<file path="config.mk">
export PLATFORM = sky130hd
export DESIGN_NAME = plugin_arbiter_flat
export DESIGN_NICKNAME = d
export VERILOG_FILES = /design/src/rtl/plugin_arbiter_if.sv /design/src/rtl/plugin_arbiter.sv /design/src/flat_wrapper.sv
export SDC_FILE = /design/constraint.sdc
export NUM_CORES = 1
export LEC_CHECK = 0
export CORE_AREA = 2 2 105 107
export DETAILED_ROUTE_END_ITERATION = 8
export DIE_AREA = 0 0 107 109
export DONT_BUFFER_PORTS = 1
export HOLD_SLACK_MARGIN = 0.06
export RECOVER_POWER = 25
export SYNTH_ARGS = -nofsm -noshare
export SYNTH_HDL_FRONTEND = slang
export SYNTH_SLANG_ARGS = --single-unit
</file>
<file path="constraint.sdc">
create_clock -name clk -period 1.71 [get_ports clk]
set_input_delay 0.342 -clock clk [delete_from_list [all_inputs] [get_ports clk]]
set_output_delay 0.342 -clock clk [all_outputs]
set_load 0.01 [all_outputs]
</file>
<file path="src/rtl/plugin_arbiter_if.sv">
// Bundle between the plugin arbiter and its requesters plus the shared accelerator.
// slave = arbiter side, master = requesters/plugin side.
interface plugin_arbiter_if #(
  parameter int NUM_REQ = 2
);
  logic [NUM_REQ-1:0]    req_valid;
  logic [NUM_REQ-1:0]    req_ready;
  logic [NUM_REQ*32-1:0] req_operand_a;
  logic [NUM_REQ*32-1:0] req_operand_b;
  logic [NUM_REQ-1:0]    rsp_valid;
  logic [NUM_REQ-1:0]    rsp_ready;
  logic [31:0]           rsp_result;
  logic                  rsp_error;
  logic                  plugin_start;
  logic [31:0]           plugin_operand_a;
  logic [31:0]           plugin_operand_b;
  logic [31:0]           plugin_result;
  logic                  plugin_busy;
  logic                  plugin_done;
  logic                  active;
  logic [1:0]            grant_id;

  modport slave (
    input  req_valid, req_operand_a, req_operand_b, rsp_ready,
           plugin_result, plugin_busy, plugin_done,
    output req_ready, rsp_valid, rsp_result, rsp_error,
           plugin_start, plugin_operand_a, plugin_operand_b, active, grant_id
  );

  modport master (
    output req_valid, req_operand_a, req_operand_b, rsp_ready,
           plugin_result, plugin_busy, plugin_done,
    input  req_ready, rsp_valid, rsp_result, rsp_error,
           plugin_start, plugin_operand_a, plugin_operand_b, active, grant_id
  );
endinterface

</file>
<file path="src/rtl/plugin_arbiter.sv">
// Round-robin sequencer sharing one start/busy/done plugin; >=3 cycles per op (2+k after grant).
// Accepts one request only in IDLE; response held until the owner's rsp_ready.
module plugin_arbiter #(
  parameter int NUM_REQ        = 2,
  parameter int TIMEOUT_CYCLES = 255
) (
  input logic             clk,
  input logic             reset_n,
  plugin_arbiter_if.slave bus
);
  localparam int TW = $clog2(TIMEOUT_CYCLES + 1);

  typedef enum logic [1:0] {IDLE, ISSUE, WAIT, RESP} state_t;

  state_t             state;
  state_t             state_nxt;
  logic [1:0]         last_grant;
  logic [1:0]         owner;
  logic [1:0]         winner;
  logic               found;
  logic [31:0]        sel_a;
  logic [31:0]        sel_b;
  logic [NUM_REQ-1:0] win_oh;
  logic [NUM_REQ-1:0] owner_oh;
  logic               owner_rdy;
  logic [TW-1:0]      timer;
  logic               timer_hit;
  logic [31:0]        op_a;
  logic [31:0]        op_b;
  logic [31:0]        result;
  logic               error;
  logic               busy_unused;

  assign busy_unused = bus.plugin_busy;

  // Two passes give the wrap-around search starting just above last_grant.
  always_comb begin
    found  = 1'b0;
    winner = '0;
    for (int i = 0; i < NUM_REQ; i++) begin
      if (!found && i > int'(last_grant) && bus.req_valid[i]) begin
        found  = 1'b1;
        winner = i[1:0];
      end
    end
    for (int i = 0; i < NUM_REQ; i++) begin
      if (!found && i <= int'(last_grant) && bus.req_valid[i]) begin
        found  = 1'b1;
        winner = i[1:0];
      end
    end
  end

  always_comb begin
    sel_a = '0;
    sel_b = '0;
    for (int i = 0; i < NUM_REQ; i++) begin
      if (winner == i[1:0]) begin
        sel_a = bus.req_operand_a[i*32 +: 32];
        sel_b = bus.req_operand_b[i*32 +: 32];
      end
    end
  end

  assign win_oh    = NUM_REQ'(1) << winner;
  assign owner_oh  = NUM_REQ'(1) << owner;
  assign owner_rdy = |(bus.rsp_ready & owner_oh);
  assign timer_hit = (timer == TW'(TIMEOUT_CYCLES));

  always_ff @(posedge clk or negedge reset_n) begin
    if (!reset_n) state <= IDLE;
    else          state <= state_nxt;
  end

  always_comb begin
    state_nxt = state;
    case (state)
      IDLE:    if (found) state_nxt = ISSUE;
      ISSUE:   state_nxt = bus.plugin_done ? RESP : WAIT;
      WAIT:    if (bus.plugin_done || timer_hit) state_nxt = RESP;
      RESP:    if (owner_rdy) state_nxt = IDLE;
      default: state_nxt = IDLE;
    endcase
  end

  always_ff @(posedge clk or negedge reset_n) begin
    if (!reset_n) begin
      last_grant <= 2'(NUM_REQ - 1);
      owner      <= '0;
      timer      <= '0;
      op_a       <= '0;
      op_b       <= '0;
      result     <= '0;
      error      <= 1'b0;
    end else begin
      case (state)
        IDLE: begin
          if (found) begin
            op_a  <= sel_a;
            op_b  <= sel_b;
            owner <= winner;
          end
        end
        ISSUE: begin
          if (bus.plugin_done) begin
            result <= bus.plugin_result;
            error  <= 1'b0;
          end else begin
            timer <= TW'(1);
          end
        end
        WAIT: begin
          // A done arriving on the last allowed cycle still counts as success.
          if (bus.plugin_done) begin
            result <= bus.plugin_result;
            error  <= 1'b0;
          end else if (timer_hit) begin
            result <= '0;
            error  <= 1'b1;
          end else begin
            timer <= timer + TW'(1);
          end
        end
        RESP: begin
          if (owner_rdy) last_grant <= owner;
        end
        default: ;
      endcase
    end
  end

  assign bus.req_ready        = (state == IDLE && found) ? win_oh : '0;
  assign bus.rsp_valid        = (state == RESP) ? owner_oh : '0;
  assign bus.rsp_result       = result;
  assign bus.rsp_error        = (state == RESP) && error;
  assign bus.plugin_start     = (state == ISSUE);
  assign bus.plugin_operand_a = op_a;
  assign bus.plugin_operand_b = op_b;
  assign bus.active           = (state != IDLE);
  assign bus.grant_id         = owner;
endmodule

</file>
<file path="src/flat_wrapper.sv">
// flat-port wrapper written by rule: the top's interface ports become plain ports
module plugin_arbiter_flat 
#(
  parameter int NUM_REQ        = 2,
  parameter int TIMEOUT_CYCLES = 255
)
  (clk, reset_n, bus_req_valid, bus_req_operand_a, bus_req_operand_b, bus_rsp_ready, bus_plugin_result, bus_plugin_busy, bus_plugin_done, bus_req_ready, bus_rsp_valid, bus_rsp_result, bus_rsp_error, bus_plugin_start, bus_plugin_operand_a, bus_plugin_operand_b, bus_active, bus_grant_id);
  plugin_arbiter_if #(.NUM_REQ(NUM_REQ)) bus_i ();
  input logic clk;
  input logic reset_n;
  input wire logic [$bits(bus_i.req_valid)-1:0] bus_req_valid;
  input wire logic [$bits(bus_i.req_operand_a)-1:0] bus_req_operand_a;
  input wire logic [$bits(bus_i.req_operand_b)-1:0] bus_req_operand_b;
  input wire logic [$bits(bus_i.rsp_ready)-1:0] bus_rsp_ready;
  input wire logic [$bits(bus_i.plugin_result)-1:0] bus_plugin_result;
  input wire logic [$bits(bus_i.plugin_busy)-1:0] bus_plugin_busy;
  input wire logic [$bits(bus_i.plugin_done)-1:0] bus_plugin_done;
  output wire logic [$bits(bus_i.req_ready)-1:0] bus_req_ready;
  output wire logic [$bits(bus_i.rsp_valid)-1:0] bus_rsp_valid;
  output wire logic [$bits(bus_i.rsp_result)-1:0] bus_rsp_result;
  output wire logic [$bits(bus_i.rsp_error)-1:0] bus_rsp_error;
  output wire logic [$bits(bus_i.plugin_start)-1:0] bus_plugin_start;
  output wire logic [$bits(bus_i.plugin_operand_a)-1:0] bus_plugin_operand_a;
  output wire logic [$bits(bus_i.plugin_operand_b)-1:0] bus_plugin_operand_b;
  output wire logic [$bits(bus_i.active)-1:0] bus_active;
  output wire logic [$bits(bus_i.grant_id)-1:0] bus_grant_id;
  assign bus_i.req_valid = bus_req_valid;
  assign bus_i.req_operand_a = bus_req_operand_a;
  assign bus_i.req_operand_b = bus_req_operand_b;
  assign bus_i.rsp_ready = bus_rsp_ready;
  assign bus_i.plugin_result = bus_plugin_result;
  assign bus_i.plugin_busy = bus_plugin_busy;
  assign bus_i.plugin_done = bus_plugin_done;
  assign bus_req_ready = bus_i.req_ready;
  assign bus_rsp_valid = bus_i.rsp_valid;
  assign bus_rsp_result = bus_i.rsp_result;
  assign bus_rsp_error = bus_i.rsp_error;
  assign bus_plugin_start = bus_i.plugin_start;
  assign bus_plugin_operand_a = bus_i.plugin_operand_a;
  assign bus_plugin_operand_b = bus_i.plugin_operand_b;
  assign bus_active = bus_i.active;
  assign bus_grant_id = bus_i.grant_id;
  plugin_arbiter #(.NUM_REQ(NUM_REQ), .TIMEOUT_CYCLES(TIMEOUT_CYCLES)) u_core (.clk(clk), .reset_n(reset_n), .bus(bus_i));
endmodule
</file>
==> metrics.txt <==
CTS tree=built; Final Cell Area=0.00553 mm²; placed wire-length estimate=8.69 mm; initial antenna violation count=0; sw power=4.87 mW; FP Rows=38; synth-to-layout area growth=19.6%; slowest CP cell=dfrtp_1; initial DRC count=600; Ys Warns=0; synth unique cells=44; Root Buffer=clkbuf_8; number of global-route vias before repair=3447; met2 GRT Util=0.339; VDD IR-drop max=1.26 mV; WP data required=1.96 ns; Routed Antenna Nets=0; CP delay by family, top=buffers and inverters; startpoint type of the worst setup path=flip-flop; list of most frequent post-synthesis cells=dfrtp_1, inv_1, a222oi_1; final core utilization=0.521; Yosys top cell area share=0.585; sequential fraction of design power=0.425; DR pass1 iterations=9; reg-to-reg critical path startpoint=u_core.state[1]$_DFFE_PN0P_; switching share of power=0.392; Die Wd=107 µm; first-pass GRT wire length=17.8 mm; Hold Worst Slack=-0.341 ns; overall power=12.4 mW; max-cap viol count=0; clk sinks=109; PwrDens=2250 mW/mm²; setup TNS=-0.0405 ns; GRT Max-Usage Layer=met2; Internal=7.57 mW; clock insertion delay at the later pin of the skew report=0.37 ns; status=finished, violations left; GRT Util Overall=0.199; Crit Reg-Reg Endpoint=u_core.bus.rsp_result[23]$_DFFE_PN0P_; max-slew violations=0; Clk pin slew, worst setup/hold paths=0.11 ns; met1 global-route usage=0.240; nets@finish=578; Starting Density=0.436; Residual DRC=9; Post-synth ARST share=1.00; most frequent CP cell=buf_4; Static Leak=2.64 nW; failing checks=DRC, hold timing, setup timing; Via density=6.50; Syn Area/Cell=12.0 µm²; Clock Tree Buf Depth=2; flop2flop setup slack=-0.01 ns; met3 GRT Util=0.0669; layout cells sized above 1=0.205; Tmin final=1.72 ns; reg2reg path depth=8; Crit path buffers/inverters=4; main area contributors after synthesis=dfrtp_1, a222oi_1, a32o_1; Synth area leader=dfrtp_1; Chip Height=109 µm; Max Clock Freq=0.581 GHz; worst path cell trace=buf_4 -> buf_4 -> ha_2 -> buf_6 -> o21ai_2 -> nand2b_4 -> buf_12 -> a32o_1; final number of setup-violating endpoints=8; Clock Skews=0.0134 ns; clock power share=0.154; I/O Buffers=0; Worst Setup End Kind=flip-flop; critical path data arrival time=1.97 ns; number of synthesized flops with an enable pin=0; final wirelength=13.2 mm; count leader, synth=dfrtp_1; Comb power frac=0.421; crit-path max cell delay=0.40 ns; routed vias=3566; IO Count=273; Core Region=0.0106 mm²; Primary FF master, synth=dfrtp_1; register area share after synthesis=0.591; Hold Crit Class=primary input to asynchronous set/reset pin; pin count of the biggest net entering global routing=110; Num CTS Buffers=9; htree depth=3; Die ar.=0.0117 mm²; Synth Instances=385; Post-Syn Nets=559; RSZ-0062 raised after global routing=true; mapped cell area=0.00462 mm²; Worst Path Max Fanout=32; Routed WL per cell=24.1 µm; Setup CP Type=flip-flop to flip-flop; Fillers=919; Tcrit/Tclk final=1.01; routability cong.=0.744; hold violation total from the final report=109; final setup margin=-0.0103 ns; dpl cell area=0.00497 mm²; FF+latch count, synth=109; # diodes=0; gr ovfl total=0
## area by class of cell
type | instances | area, µm² | share of cell area
clock buffers | 10 | 138 | 0.0249
multi-input cells | 173 | 1630 | 0.295
well taps | 140 | 175 | 0.0317
repair buffers | 40 | 472 | 0.0854
clock inverters | 6 | 116 | 0.0211
inverters | 71 | 267 | 0.0482
flip-flops and latches | 109 | 2730 | 0.494
## stage by stage
| step | std cells | setup slack, ns |
|---|---|---|
| after detailed placement | 519 | -0.0206 |
| final | 549 | -0.0103 |
| after global placement | 519 | 0.0273 |
| after floorplan | 385 | 0.0170 |
| after global routing | 549 | -0.0900 |
| after CTS | 540 | -0.0282 |
## cell usage in the layout, fill, tap and decap left out, types with 3 or more instances in the layout
| cell type | n |
|---|---|
| clkbuf_8 | 10 |
| nand2_1 | 12 |
| bufinv_16 | 3 |
| a32o_1 | 32 |
| clkbuf_16 | 4 |
| a222oi_1 | 64 |
| buf_6 | 5 |
| buf_12 | 5 |
| ha_4 | 3 |
| nor2_1 | 5 |
| a21oi_1 | 5 |
| dfrtp_1 | 108 |
| inv_1 | 69 |
| buf_4 | 25 |
## repair_timing
item                                    4_1_cts  5_1_grt
endpoints found under the setup margin        8       91
gates resized for setup                      13       13
setup buffers                                 5        3
gates cloned                                  0        6
pin swaps                                     2       12
endpoints found under the hold margin       109      109
## routing by layer
layer / vias up / routed length [µm]
met2: 241 / 6730
li1: 1517 / -
met1: 1802 / 4990
met5: - / 0
met4: 0 / 116
met3: 6 / 1390
## worst max path at each step
stage	start	depth (start not counted)	slack [ns]	end
CTS	u_core.state[1]$_DFFE_PN0P_	5	-0.03	bus_req_ready[0]
global route	u_core.state[0]$_DFFE_PN0P_	5	-0.09	bus_req_ready[0]
global placement	u_core.state[1]$_DFFE_PN0P_	6	0.03	u_core.state[1]$_DFFE_PN0P_
floorplan	u_core.state[0]$_DFFE_PN0P_	6	0.02	u_core.state[1]$_DFFE_PN0P_
finish	u_core.state[1]$_DFFE_PN0P_	8	-0.01	u_core.bus.rsp_result[23]$_DFFE_PN0P_
detailed placement	u_core.state[1]$_DFFE_PN0P_	6	-0.02	u_core.state[1]$_DFFE_PN0P_
## power by group through the flow
stage / clock network, mW / logic (mW) / registers (mW)
2_1_floorplan: 0 / 3.10 / 5.00
3_3_place_gp: 0 / 4.10 / 5.32
3_5_place_dp: 0 / 4.33 / 5.31
4_1_cts: 1.98 / 4.49 / 5.28
5_1_grt: 2.08 / 5.73 / 5.43
6_report: 1.92 / 5.24 / 5.29
## cell families (layout without fill, tap and decap cells)
| kind of cell | count (synthesis) | in the layout | synth area share |
|---|---|---|---|
| compound gates | 120 | 120 | 0.247 |
| flops | 109 | 109 | 0.591 |
| buf+inv | 103 | 127 | 0.0867 |
| simple gates | 43 | 43 | 0.0515 |
| fa+ha+maj | 6 | 6 | 0.0163 |
| mux | 3 | 3 | 0.00704 |
| other cells | 1 | 1 | 0.000812 |
## sequential cells by signal, summed over array words and instances, names as in the netlist
signal / cells
u_core.error: 1
u_core.state: 2
u_core.bus.plugin_operand_a: 32
u_core.timer: 8
u_core.bus.rsp_result: 32
u_core.last_grant: 1
u_core.bus.grant_id: 1
u_core.bus.plugin_operand_b: 32
No activity file was read; power rests on OpenSTA's default activity.
